==> src/rtl/fan_off_timer_pkg.sv <==
// Shared types and constants for the fan auto-off timer and the
// BCD MM:SS countdown reused by the stopwatch/alarm blocks.
package fan_off_timer_pkg;

    typedef logic [1:0] state_t;

    localparam state_t ST_IDLE   = 2'd0;
    localparam state_t ST_RUN    = 2'd1;
    localparam state_t ST_EXPIRE = 2'd2;

    typedef logic [3:0] bcd_t;

    localparam bcd_t SEC10_MAX = 4'd5;
    localparam bcd_t DIGIT_MAX = 4'd9;

    // Binary minutes (0..59) to {tens, ones} BCD.
    function automatic logic [7:0] min_to_bcd(input logic [5:0] m);
        logic [5:0] tens;
        tens = m / 6'd10;
        return {4'(tens), 4'(m - tens * 6'd10)};
    endfunction

endpackage

==> src/rtl/fan_off_timer_bcd_mmss_down.sv <==
// Registered BCD MM:SS countdown with clear, load and borrow decrement.
// Priority: clr > load > dec; never decrements below 00:00.
module bcd_mmss_down
    import fan_off_timer_pkg::*;
(
    input  logic       clk,
    input  logic       reset_p,
    input  logic       clr,
    input  logic       load,
    input  logic [3:0] load_min_10,
    input  logic [3:0] load_min_1,
    input  logic       dec,
    output logic [3:0] sec_1,
    output logic [3:0] sec_10,
    output logic [3:0] min_1,
    output logic [3:0] min_10,
    output logic       is_zero
);

    bcd_t sec_1_q, sec_10_q, min_1_q, min_10_q;
    bcd_t sec_1_d, sec_10_d, min_1_d, min_10_d;

    assign is_zero = (sec_1_q == 4'd0) && (sec_10_q == 4'd0) &&
                     (min_1_q == 4'd0) && (min_10_q == 4'd0);

    always_comb begin
        sec_1_d  = sec_1_q;
        sec_10_d = sec_10_q;
        min_1_d  = min_1_q;
        min_10_d = min_10_q;
        if (clr) begin
            sec_1_d  = 4'd0;
            sec_10_d = 4'd0;
            min_1_d  = 4'd0;
            min_10_d = 4'd0;
        end else if (load) begin
            sec_1_d  = 4'd0;
            sec_10_d = 4'd0;
            min_1_d  = load_min_1;
            min_10_d = load_min_10;
        end else if (dec && !is_zero) begin
            if (sec_1_q != 4'd0) begin
                sec_1_d = sec_1_q - 4'd1;
            end else begin
                sec_1_d = DIGIT_MAX;
                if (sec_10_q != 4'd0) begin
                    sec_10_d = sec_10_q - 4'd1;
                end else begin
                    sec_10_d = SEC10_MAX;
                    if (min_1_q != 4'd0) begin
                        min_1_d = min_1_q - 4'd1;
                    end else begin
                        min_1_d  = DIGIT_MAX;
                        min_10_d = min_10_q - 4'd1;
                    end
                end
            end
        end
    end

    always_ff @(posedge clk) begin
        if (reset_p) begin
            sec_1_q  <= 4'd0;
            sec_10_q <= 4'd0;
            min_1_q  <= 4'd0;
            min_10_q <= 4'd0;
        end else begin
            sec_1_q  <= sec_1_d;
            sec_10_q <= sec_10_d;
            min_1_q  <= min_1_d;
            min_10_q <= min_10_d;
        end
    end

    assign sec_1  = sec_1_q;
    assign sec_10 = sec_10_q;
    assign min_1  = min_1_q;
    assign min_10 = min_10_q;

endmodule

==> src/rtl/fan_off_timer.sv <==
// Fan auto-off countdown: preset stepping, BCD MM:SS countdown, timeout pulse.
// Define WARN_BLINK_EN to add the warn_blink output for the last 10 seconds.
module fan_off_timer
    import fan_off_timer_pkg::*;
#(
    parameter int STEP_MIN    = 1,
    parameter int NUM_PRESETS = 3
) (
    input  logic       clk,
    input  logic       reset_p,
    input  logic       tick_sec,
    input  logic       btn_timer,
    input  logic       btn_cancel,
    input  logic       fan_on,
    output logic [3:0] sec_1,
    output logic [3:0] sec_10,
    output logic [3:0] min_1,
    output logic [3:0] min_10,
    output logic [1:0] preset_idx,
    output logic       timer_active,
`ifdef WARN_BLINK_EN
    output logic       warn_blink,
`endif
    output logic       timeout_p
);

    if (STEP_MIN < 1 || NUM_PRESETS < 1 || NUM_PRESETS > 3 ||
        NUM_PRESETS * STEP_MIN > 59) begin : g_bad_cfg
        $error("fan_off_timer: NUM_PRESETS*STEP_MIN must be 1..59, NUM_PRESETS 1..3");
    end

    localparam logic [1:0] MAX_PRE = 2'(NUM_PRESETS);

    state_t     state_q, state_d;
    logic [1:0] preset_q, preset_d;
    logic       timeout_q, timeout_d;
    logic       active_q, active_d;

    logic       cnt_clr, cnt_load, cnt_dec, cnt_zero;
    logic [1:0] nxt_pre;
    logic [7:0] load_bcd;
    logic       at_one;

    // Preset is 0 in IDLE, so +1 covers both the first press and stepping.
    assign nxt_pre  = preset_q + 2'd1;
    assign load_bcd = min_to_bcd(6'(int'(nxt_pre) * STEP_MIN));
    assign at_one   = (min_10 == 4'd0) && (min_1 == 4'd0) &&
                      (sec_10 == 4'd0) && (sec_1 == 4'd1);

    bcd_mmss_down u_cnt (
        .clk         (clk),
        .reset_p     (reset_p),
        .clr         (cnt_clr),
        .load        (cnt_load),
        .load_min_10 (load_bcd[7:4]),
        .load_min_1  (load_bcd[3:0]),
        .dec         (cnt_dec),
        .sec_1       (sec_1),
        .sec_10      (sec_10),
        .min_1       (min_1),
        .min_10      (min_10),
        .is_zero     (cnt_zero)
    );

    always_comb begin
        state_d   = state_q;
        preset_d  = preset_q;
        timeout_d = 1'b0;
        cnt_clr   = 1'b0;
        cnt_load  = 1'b0;
        cnt_dec   = 1'b0;
        if (!fan_on) begin
            state_d  = ST_IDLE;
            preset_d = 2'd0;
            cnt_clr  = 1'b1;
        end else begin
            case (state_q)
                ST_IDLE: begin
                    if (btn_timer) begin
                        state_d  = ST_RUN;
                        preset_d = nxt_pre;
                        cnt_load = 1'b1;
                    end
                end
                ST_RUN: begin
                    if (btn_cancel) begin
                        state_d  = ST_IDLE;
                        preset_d = 2'd0;
                        cnt_clr  = 1'b1;
                    end else if (btn_timer) begin
                        if (preset_q < MAX_PRE) begin
                            preset_d = nxt_pre;
                            cnt_load = 1'b1;
                        end else begin
                            state_d  = ST_IDLE;
                            preset_d = 2'd0;
                            cnt_clr  = 1'b1;
                        end
                    end else if (tick_sec && !cnt_zero) begin
                        cnt_dec = 1'b1;
                        if (at_one) begin
                            state_d   = ST_EXPIRE;
                            preset_d  = 2'd0;
                            timeout_d = 1'b1;
                        end
                    end
                end
                ST_EXPIRE: state_d = ST_IDLE;
                default:   state_d = ST_IDLE;
            endcase
        end
        active_d = (state_d == ST_RUN);
    end

    always_ff @(posedge clk) begin
        if (reset_p) begin
            state_q   <= ST_IDLE;
            preset_q  <= 2'd0;
            timeout_q <= 1'b0;
            active_q  <= 1'b0;
        end else begin
            state_q   <= state_d;
            preset_q  <= preset_d;
            timeout_q <= timeout_d;
            active_q  <= active_d;
        end
    end

    assign preset_idx   = preset_q;
    assign timer_active = active_q;
    assign timeout_p    = timeout_q;

`ifdef WARN_BLINK_EN
    logic warn_q, warn_d;
    logic low_window;

    // Current value <= 00:11, so the tick being applied lands at <= 00:10.
    assign low_window = (min_10 == 4'd0) && (min_1 == 4'd0) &&
                        ((sec_10 == 4'd0) ||
                         ((sec_10 == 4'd1) && (sec_1 <= 4'd1)));

    always_comb begin
        warn_d = warn_q ^ (cnt_dec && low_window);
        if (state_d != ST_RUN || cnt_load) begin
            warn_d = 1'b0;
        end
    end

    always_ff @(posedge clk) begin
        if (reset_p) begin
            warn_q <= 1'b0;
        end else begin
            warn_q <= warn_d;
        end
    end

    assign warn_blink = warn_q;
`endif

endmodule

==> config.mk <==
export PLATFORM = sky130hd
export DESIGN_NAME = fan_off_timer
export DESIGN_NICKNAME = d
export VERILOG_FILES = /design/src/rtl/fan_off_timer_pkg.sv /design/src/rtl/fan_off_timer_bcd_mmss_down.sv /design/src/rtl/fan_off_timer.sv
export SDC_FILE = /design/constraint.sdc
export NUM_CORES = 1
export LEC_CHECK = 0
export ABC_AREA = 1
export CAP_MARGIN = 30
export CELL_PAD_IN_SITES_DETAIL_PLACEMENT = 1
export CELL_PAD_IN_SITES_GLOBAL_PLACEMENT = 2
export CORE_ASPECT_RATIO = 2
export CORE_MARGIN = 2
export CORE_UTILIZATION = 23
export CTS_BUF_LIST = sky130_fd_sc_hd__clkbuf_4
export DETAILED_ROUTE_END_ITERATION = 7
export GPL_ROUTABILITY_DRIVEN = 0
export PLACE_DENSITY_LB_ADDON = 0.1
export SLEW_MARGIN = 25
export SYNTH_ARGS = -nofsm -noshare
export SYNTH_HDL_FRONTEND = slang
export SYNTH_SLANG_ARGS = --single-unit
==> constraint.sdc <==
create_clock -name clk -period 4 [get_ports clk]
set_input_delay 0.8 -clock clk [delete_from_list [all_inputs] [get_ports clk]]
set_output_delay 0.8 -clock clk [all_outputs]
set_load 0.02 [all_outputs]
==> results.py <==
metrics = {
    "floorplan": {
        "core-area_mm2": 0.00537,
        "core.rowCount": 38,
        "dieArea_mm2": 0.00615,
        "initial_core_util": 0.235,
        "die_y_um": 109,
        "die-width_um": 56.4,
        "pin_count": 26,
    },
    "clocking": {
        "cts-htree-levels": 1,
        "max-clock-path-buffers": 2,
        "ctsHoldBuffers": 0,
        "clkTransAtPathRegs_ps": 140,
        "cts_tree": "built",
        "root_buffer": "clkbuf_4",
        "clkLatencyLatePin_ps": 320,
        "cts.sinks": 22,
        "cts_buffers": 3,
        "cts_resized": 0,
        "cts_setup_buffers": 0,
    },
    "critical_path": {
        "arrival_ps": 2620,
        "crit_type": "input port to flop",
        "crit_required_ps": 4270,
        "cp-start-kind": "input port",
        "cp_max_fo": 12,
        "crit_path_end_kind": "flop",
    },
    "detailed_routing": {
        "wl_per_cell_um": 14.6,
        "drc_errors": 0,
        "vias": 1315,
        "first_iter_violations": 18,
        "drt_first_pass_iters": 2,
        "avgViaCountPerCell": 4.76,
        "wirelength_mm": 4.03,
        "ant_nets": 0,
    },
    "timing": {
        "worst_pin_slew_ps": 477,
        "period_needed_ps": 2350,
        "setup_viol": 0,
        "grt_setup_unrepaired": "false",
        "setup_tns_ps": 0,
        "maxSlewViolCount": 0,
        "maxSlewHeadroom": 0.681,
        "period_share": 0.588,
        "holdWs_ps": 487,
        "fin_skew_ps": 15.4,
        "finalHoldViolCount": 0,
        "fmax_mhz": 425,
    },
    "logic_synthesis": {
        "synth_edf_count": 0,
        "ys.warnings.count": 0,
        "ys.flop_type": "dfxtp_1",
        "ys_types": 25,
        "synth-seq-area-share": 0.348,
        "synthArstFlopShare": 0,
        "synthesis.nets": 196,
        "syn_inst": 188,
        "syn_area_per_cell_um2": 6.73,
        "synth-seq-cells": 22,
        "synth_area_mm2": 0.00126,
    },
    "global_route": {
        "grt-busiest-layer": "met2",
        "use_met1": 0.118,
        "antenna_found_initial": 0,
        "overflow": 0,
        "grtUsageMet3": 0.0142,
        "grt.total_usage": 0.138,
        "use_met2": 0.288,
        "grt_start_max_net_pins": 13,
        "grt_pass1_vias": 1413,
        "grt_pass1_wl_mm": 6.53,
    },
    "outcome": {
        "status": "completed",
    },
    "finish": {
        "area_growth_pct": 27.5,
        "nets": 225,
        "final_cells": 276,
        "antenna_cells": 0,
        "drive_gt1_frac": 0.0972,
        "final_cell_mix": "nand2_1 (45), clkdlybuf4s50_1 (25), inv_1 (22), dfxtp_1 (22), nor2_1 (21)",
        "mostFrequentLayoutCell": "nand2_1",
        "fin_area_mm2": 0.00161,
    },
    "place": {
        "dpl.hpwl_mm": 3.43,
        "port_buffers": 25,
        "dp.cells": 272,
        "placed_area_mm2": 0.00159,
    },
    "power_and_ir_drop": {
        "leakage_nw": 0.644,
        "max-vdd-ir-drop_v": 0.000124,
        "powerDensity_mw_per_mm2": 243,
    },
    "flow_run": {
        "drv_cap": 0,
    },
    "min_path": {
        "hp-class": "flop to flop",
    },
}
-- path summary, 6_finish.rpt --
path,start,to,slack (ps),cells past startpoint
setup reg to reg,preset_idx[0]$_SDFFE_PP0P_,u_cnt.min_10[1]$_SDFFE_PP0P_,2020,8
setup / recovery,btn_timer,u_cnt.min_10[1]$_SDFFE_PP0P_,1650,9
hold / removal,u_cnt.sec_10[3]$_SDFFE_PP0P_,u_cnt.sec_10[3]$_SDFFE_PP0P_,490,2
hold reg to reg,u_cnt.sec_10[3]$_SDFFE_PP0P_,u_cnt.sec_10[3]$_SDFFE_PP0P_,490,2
-- synth_stat cells (3+ instances only) --
library cell,number,area [µm²]
nand2_1,45,169
dfxtp_1,22,440
inv_1,22,82.6
nor2_1,21,78.8
a21oi_1,18,90.1
nand3_1,14,70.1
o21ai_0,10,50.1
nor2_4,5,56.3
nor3_1,5,25.0
inv_2,3,11.3
nor2_2,3,18.8
or2_1,3,18.8
-- per-stage QoR --
step | utilization | worst slack, ps | power (mW)
floorplan | - | 2160 | 0.265
global placement | 0.295 | 1280 | 0.288
detailed placement | 0.295 | 1260 | 0.289
CTS | 0.300 | 1590 | 0.401
global route | 0.300 | 1400 | 0.413
finish | 0.300 | 1650 | 0.392
-- worst max-delay path, stage by stage --
cell             delay (ps)
clkdlybuf4s50_1         480
inv_1                   100
nor2_1                  110
nand3_1                 370
o21ai_0                 330
nand3_1                 200
nand2_1                  90
inv_1                    40
nor2_1                   90
-- state kept, by name (all words and copies together), names as in the netlist --
register and cells:
preset_idx 2, state_q 2, timeout_p 1, timer_active 1, u_cnt.min_1 4, u_cnt.min_10 4, u_cnt.sec_1 4, u_cnt.sec_10 4
-- where the power goes --
group          internal (mW)  switching (mW)  leakage (nW)
clock                 0.0365          0.0723        0.0154
combinational         0.0212          0.0373         0.450
sequential             0.222         0.00270         0.178
total                  0.280           0.112         0.644
-- layer usage --
metal  up-vias  part of all wire
met5         -                 0
met3        10             0.021
met4         0             0.044
met2        23              0.61
met1       624              0.33
li1        658                 -
-- layout make-up --
type,instances,area [µm²]
Fill cell,701,3760
Multi-Input combinational cell,140,727
Sequential cell,22,440
Timing Repair Buffer,25,250
Inverter,25,93.8
Tap cell,60,75.1
Clock buffer,3,22.5
Clock inverter,1,3.75
-- logic make-up after synthesis --
group / count (synthesis) / synth area share
flip-flops: 22 / 0.348
AND/OR/NAND/NOR: 107 / 0.429
XOR/XNOR: 1 / 0.00693
adder cells (fa/ha/maj): 2 / 0.0198
AO/OA/AOI/OAI: 30 / 0.119
buffers and inverters: 26 / 0.0771
No activity file was read; power rests on OpenSTA's default activity.
